File: config.mk
export PLATFORM = sky130hd
export DESIGN_NAME = pipe_stage_reg
export DESIGN_NICKNAME = d
export VERILOG_FILES = /design/src/rtl/cpu_types_pkg.sv /design/src/rtl/sat_counter.sv /design/src/rtl/pipe_stage_reg.sv
export SDC_FILE = /design/constraint.sdc
export NUM_CORES = 1
export LEC_CHECK = 0
export ABC_AREA = 1
export CAP_MARGIN = 20
export CORE_MARGIN = 3
export CORE_UTILIZATION = 40
export DETAILED_ROUTE_END_ITERATION = 10
export DONT_BUFFER_PORTS = 1
export SLEW_MARGIN = 25
export SYNTH_ARGS = -nofsm -noshare
export SYNTH_HDL_FRONTEND = slang
export SYNTH_SLANG_ARGS = --single-unit
File: constraint.sdc
create_clock -name CLK -period 1.6 [get_ports CLK]
set_input_delay 0.08 -clock CLK [delete_from_list [all_inputs] [get_ports CLK]]
set_output_delay 0.08 -clock CLK [all_outputs]
set_load 0.02 [all_outputs]
File: src/rtl/cpu_types_pkg.sv
// Shared stage-word types and helpers for the generic pipeline stage register.
package cpu_types_pkg;

  localparam int PSR_OCC_W = 2;

  typedef enum logic [1:0] {
    PSR_HOLD  = 2'd0,
    PSR_FLUSH = 2'd1,
    PSR_ADV   = 2'd2
  } psr_upd_e;

  typedef struct packed {
    logic [31:0] instr;
    logic [31:0] pc4;
  } fd_word_t;

  typedef struct packed {
    logic [31:0] rdat1;
    logic [31:0] rdat2;
    logic [3:0]  aluop;
    logic        alusrc;
    logic        memread;
    logic        memwrite;
    logic        regwrite;
    logic        memtoreg;
    logic        halt;
    logic [31:0] pc4;
    logic [31:0] next_pc;
    logic [31:0] imm;
    logic [31:0] instr;
    logic        atomic;
  } de_word_t;

  typedef struct packed {
    logic [31:0] aluout;
    logic [31:0] rdat2;
    logic [4:0]  wsel;
    logic        memread;
    logic        memwrite;
    logic        regwrite;
    logic        memtoreg;
    logic        halt;
    logic        atomic;
  } em_word_t;

  typedef struct packed {
    logic [31:0] aluout;
    logic [31:0] dload;
    logic [4:0]  wsel;
    logic        regwrite;
    logic        memtoreg;
    logic        halt;
  } mw_word_t;

  function automatic logic [PSR_OCC_W-1:0] psr_occ(input logic main_v, input logic skid_v);
    return {1'b0, main_v} + {1'b0, skid_v};
  endfunction

endpackage

File: src/rtl/sat_counter.sv
// Saturating up-counter with synchronous clear; clear beats increment.
module sat_counter #(
  parameter int W = 16
) (
  input  logic         CLK,
  input  logic         nRST,
  input  logic         clr,
  input  logic         inc,
  output logic [W-1:0] q
);

  logic [W-1:0] q_q;
  logic [W-1:0] q_d;

  // next count: clear, saturating increment, or hold
  always_comb begin
    q_d = q_q;
    if (clr) begin
      q_d = {W{1'b0}};
    end else if (inc && (q_q != {W{1'b1}})) begin
      q_d = q_q + W'(1'b1);
    end else begin
      q_d = q_q;
    end
  end

  // count register
  always_ff @(posedge CLK or negedge nRST) begin
    if (!nRST) begin
      q_q <= {W{1'b0}};
    end else begin
      q_q <= q_d;
    end
  end

  assign q = q_q;

endmodule

File: src/rtl/pipe_stage_reg.sv
// Generic inter-stage register: valid/ready handshake, optional skid entry,
// global-advance/stall gating, flush-to-bubble and saturating perf counters.
module pipe_stage_reg
  import cpu_types_pkg::*;
#(
  parameter int DW    = 32,
  parameter int SKID  = 1,
  parameter int CNT_W = 16
) (
  input  logic                 CLK,
  input  logic                 nRST,
  input  logic                 en,
  input  logic                 stall,
  input  logic                 flush,
  input  logic                 clr_cnt,
  input  logic                 in_valid,
  input  logic [DW-1:0]        in_data,
  output logic                 in_ready,
  output logic                 out_valid,
  output logic [DW-1:0]        out_data,
  input  logic                 out_ready,
  output logic [PSR_OCC_W-1:0] occ,
  output logic [CNT_W-1:0]     stall_cnt,
  output logic [CNT_W-1:0]     flush_cnt,
  output logic [CNT_W-1:0]     bubble_cnt
);

  logic                 adv_s;
  logic                 accept_s;
  logic                 consume_s;
  logic                 in_ready_s;
  psr_upd_e             upd_s;

  logic                 main_v_q;
  logic                 main_v_d;
  logic [DW-1:0]        main_data_q;
  logic [DW-1:0]        main_data_d;
  logic [PSR_OCC_W-1:0] occ_q;

  logic                 skid_v_s;
  logic                 skid_v_nx_s;
  logic [DW-1:0]        skid_data_s;

  assign adv_s     = en & ~stall;
  assign accept_s  = in_valid & in_ready_s & adv_s;
  assign consume_s = main_v_q & out_ready & adv_s;

  // update class: flush outranks advance, otherwise hold
  always_comb begin
    upd_s = PSR_HOLD;
    if (flush) begin
      upd_s = PSR_FLUSH;
    end else if (adv_s) begin
      upd_s = PSR_ADV;
    end else begin
      upd_s = PSR_HOLD;
    end
  end

  // head entry next state; data is kept zero whenever the head is empty
  always_comb begin
    main_v_d    = main_v_q;
    main_data_d = main_data_q;
    case (upd_s)
      PSR_FLUSH: begin
        main_v_d    = 1'b0;
        main_data_d = {DW{1'b0}};
      end
      PSR_ADV: begin
        if (consume_s && accept_s) begin
          main_v_d    = 1'b1;
          main_data_d = skid_v_s ? skid_data_s : in_data;
        end else if (consume_s) begin
          if (skid_v_s) begin
            main_v_d    = 1'b1;
            main_data_d = skid_data_s;
          end else begin
            main_v_d    = 1'b0;
            main_data_d = {DW{1'b0}};
          end
        end else if (accept_s && !main_v_q) begin
          main_v_d    = 1'b1;
          main_data_d = in_data;
        end else begin
          main_v_d    = main_v_q;
          main_data_d = main_data_q;
        end
      end
      default: begin
        main_v_d    = main_v_q;
        main_data_d = main_data_q;
      end
    endcase
  end

  generate
    if (SKID != 0) begin : gen_skid
      logic          skid_v_q;
      logic          skid_v_d;
      logic [DW-1:0] skid_data_q;
      logic [DW-1:0] skid_data_d;

      // skid entry next state; it only fills while the head is occupied
      always_comb begin
        skid_v_d    = skid_v_q;
        skid_data_d = skid_data_q;
        case (upd_s)
          PSR_FLUSH: begin
            skid_v_d    = 1'b0;
            skid_data_d = {DW{1'b0}};
          end
          PSR_ADV: begin
            if (consume_s && accept_s) begin
              skid_v_d    = skid_v_q;
              skid_data_d = skid_v_q ? in_data : skid_data_q;
            end else if (consume_s) begin
              skid_v_d    = 1'b0;
              skid_data_d = skid_data_q;
            end else if (accept_s && main_v_q) begin
              skid_v_d    = 1'b1;
              skid_data_d = in_data;
            end else begin
              skid_v_d    = skid_v_q;
              skid_data_d = skid_data_q;
            end
          end
          default: begin
            skid_v_d    = skid_v_q;
            skid_data_d = skid_data_q;
          end
        endcase
      end

      // skid registers
      always_ff @(posedge CLK or negedge nRST) begin
        if (!nRST) begin
          skid_v_q    <= 1'b0;
          skid_data_q <= {DW{1'b0}};
        end else begin
          skid_v_q    <= skid_v_d;
          skid_data_q <= skid_data_d;
        end
      end

      assign skid_v_s    = skid_v_q;
      assign skid_v_nx_s = skid_v_d;
      assign skid_data_s = skid_data_q;
      assign in_ready_s  = ~skid_v_q;
    end else begin : gen_noskid
      assign skid_v_s    = 1'b0;
      assign skid_v_nx_s = 1'b0;
      assign skid_data_s = {DW{1'b0}};
      assign in_ready_s  = adv_s & (~main_v_q | out_ready);
    end
  endgenerate

  // head and occupancy registers
  always_ff @(posedge CLK or negedge nRST) begin
    if (!nRST) begin
      main_v_q    <= 1'b0;
      main_data_q <= {DW{1'b0}};
      occ_q       <= {PSR_OCC_W{1'b0}};
    end else begin
      main_v_q    <= main_v_d;
      main_data_q <= main_data_d;
      occ_q       <= psr_occ(main_v_d, skid_v_nx_s);
    end
  end

  sat_counter #(.W(CNT_W)) u_stall_cnt (
    .CLK  (CLK),
    .nRST (nRST),
    .clr  (clr_cnt),
    .inc  (en & stall),
    .q    (stall_cnt)
  );

  sat_counter #(.W(CNT_W)) u_flush_cnt (
    .CLK  (CLK),
    .nRST (nRST),
    .clr  (clr_cnt),
    .inc  (flush & (occ_q != {PSR_OCC_W{1'b0}})),
    .q    (flush_cnt)
  );

  sat_counter #(.W(CNT_W)) u_bubble_cnt (
    .CLK  (CLK),
    .nRST (nRST),
    .clr  (clr_cnt),
    .inc  (adv_s & out_ready & ~main_v_q),
    .q    (bubble_cnt)
  );

  assign in_ready  = in_ready_s;
  assign out_valid = main_v_q;
  assign out_data  = main_data_q;
  assign occ       = occ_q;

endmodule
==> flow_summary.ini <==
[detailed_routing]
drt_wl_total_um = 18800
drc_errors = 0
avgViaCountPerCell = 5.11
wl_per_cell_um = 14.9
dr.pass1.iters = 5
drt_iter0_markers = 348
antenna_left = 0
num_vias = 6433

[timing]
relSlewSlack = 0.633
worstMarginPinSlew_ns = 0.549
fmax_mhz = 666
fin_crit_ns = 1.50
fin_crit_sh = 0.939
slew_viol_final = 0
setup_viol = 0
hold_viol_final = 116
whs_ns = -0.632
worst_slack_ns = 0.0981
clock_skew_ns = 0.00917

[synthesis]
syn_area_per_cell_um2 = 7.35
syn-cell-area_um2 = 6860
yosysSeqAreaShare = 0.423
mappedNetlistNets = 977
ys_seq_elements = 116
syn_inst = 933
synth_cell_types = 30
ys_warn_count = 0

[setup_path]
cp.depth = 8
criticalPathCategory = flop to flop
end_kind = flop
critPathTopFamily = simple AND/OR/NAND/NOR gates
crit_path_max_incr_delay_ns = 0.43
critical_path_peak_fanout = 29
cp_cell_sequence = inv_4, nand2_2, nor2_4, nand2_1, a21boi_4, buf_12, nand3_1, nand2_1
worstSetupStartpointType = flop
critPathArrivalTime_ns = 1.85
path_buf_inv = 2
cpMostUsedCell = nand2_1
slowest_stage = dfrtp_2
worst-r2r-cell-count = 8
cp_data_required_time_ns = 1.95

[global_route]
grt_pass1_wl_um = 30600
track_usage = 0.203
grt_max_degree = 117
grt_pass1_vias = 6143
grt_antenna_before_repair = 0
grt-ovfl-total = 0

[place]
dp_slack_ns = 0.0704
dp_hpwl_um = 12300
gp_congestion = 0.778
portBuffers = 0
place_inst = 1186
postPlaceCellArea_um2 = 7590

[floorplanning]
die_x_um = 137
die_h_um = 137
num_io_pins = 124
core_area_um2 = 16700
initial_core_util = 0.411
die_area_um2 = 18800
rows = 47

[outcome]
status = finished with violations
violations = negative hold slack

[power]
p_leak_nw = 4.39
vdd_ir_drop_max_uv = 669
p_per_area_nw_per_um2 = 876

[clock_tree]
root_buffer = clkbuf_16
cts_made_buffers = 17
cts.clk_slew.worst_paths_ns = 0.05
cts_tree = built
holdBufCountCts = 34
cts.sinks = 116
insertion_delay_ns = 0.41
clock_path_buffers = 2
h-tree-depth = 4

[layout]
layout_common_cells = nand2_1, dfrtp_1, inv_1
antenna_cells = 0
nets = 1069
layoutNonFillerInstCount = 1258
syn_to_final_growth_pct = 26.6
fin_util = 0.520
fin_area_um2 = 8680
layout_commonest_cell = nand2_1
drive_gt1_frac = 0.158

[flow_run]
maxCapViolations = 0

[hold_path]
min_path_type = input port to asynchronous set/reset pin
worst register-to-register path, cell delays in order, from the launching register on:
cell	delay, ns
dfrtp_2	0.43
inv_4	0.06
nand2_2	0.05
nor2_4	0.13
nand2_1	0.13
a21boi_4	0.19
buf_12	0.22
nand3_1	0.15
nand2_1	0.08
cells in the mapped netlist (all sizes together):
library cell,number,area (um2)
nor2,71,358
o21bai,5,37.5
dfrtp,116,2900
buf,37,234
o21ai,38,190
nand3,100,510
or2,6,37.5
ha,4,50.1
xor2,12,105
o211ai,62,465
clkbuf,9,35.0
a21oi,1,5.00
inv,108,408
a21boi,1,18.8
nand3b,4,30.0
o31ai,2,15.0
nand4,42,263
nand2,315,1190
metal layers:
metal  part of all wire  up-vias  routed length [um]  global-route usage
met5                  0        -                   0                   0
met4              0.020        0                 369              0.0682
met3              0.055       26                1030              0.0463
met2               0.47      146                8920               0.333
met1               0.45     3014                8490               0.265
li1                   -     3247                   -                   -
report_power, final:
group	switching, mW	internal, mW	total (mW)
clock network	1.35	2.88	4.23
logic	0.229	0.163	0.392
registers	0.0253	2.95	2.98
kinds of logic (layout without fill, tap and decap cells):
kind of cell | Yosys count | in the layout | synth area share
AO/OA/AOI/OAI | 109 | 109 | 0.107
AND/OR/NAND/NOR | 538 | 539 | 0.349
XOR/XNOR | 12 | 12 | 0.0153
flip-flops | 116 | 116 | 0.423
adder cells (fa/ha/maj) | 4 | 4 | 0.00730
buffers and inverters | 154 | 258 | 0.0987
repair_timing:
action,4_1_cts,5_1_grt
endpoints found under the setup margin,0,70
buffers inserted,0,4
gates resized for setup,0,11
endpoints found under the hold margin,218,116
layout make-up:
cell class                      instances  area, um2
Timing Repair Buffer                  118       1110
Sequential cell                       116       2910
Clock inverter                          9        174
Tap cell                              220        275
Clock buffer                           23        478
Inverter                              108        410
Multi-Input combinational cell        664       3330
Fill cell                            1629       8020
worst paths after layout:
check                                                          from                                   to  slack, ns
max in group asynchronous                                      nRST             out_data[26]$_DFFE_PN0P_       2.10
worst min-delay path                                           nRST         u_flush_cnt.q[6]$_DFFE_PN0P_      -0.63
worst min register to register  gen_skid.skid_data_q[2]$_DFFE_PN0P_  gen_skid.skid_data_q[2]$_DFFE_PN0P_       0.51
worst max-delay path                                           flop             out_data[17]$_DFFE_PN0P_        0.1
min in group CLK                                            clr_cnt        u_flush_cnt.q[10]$_DFFE_PN0P_       0.04
worst max register to register                                 flop             out_data[17]$_DFFE_PN0P_        0.1
state kept, by name (all words and copies together), names as in the netlist, named ones only:
| register | cells |
|---|---|
| gen_skid.skid_data_q | 32 |
| out_data | 32 |
| u_bubble_cnt.q | 16 |
| u_flush_cnt.q | 16 |
| u_stall_cnt.q | 16 |
| occ | 2 |
| out_valid | 1 |
per-stage QoR:
stage | total power, mW | setup TNS, ns
after floorplan | 3.24 | 0
after global placement | 3.33 | 0
after detailed placement | 3.33 | 0
after CTS | 7.67 | 0
after global routing | 7.87 | -0.143
final | 7.60 | 0
(Power assumes the default switching activity.)
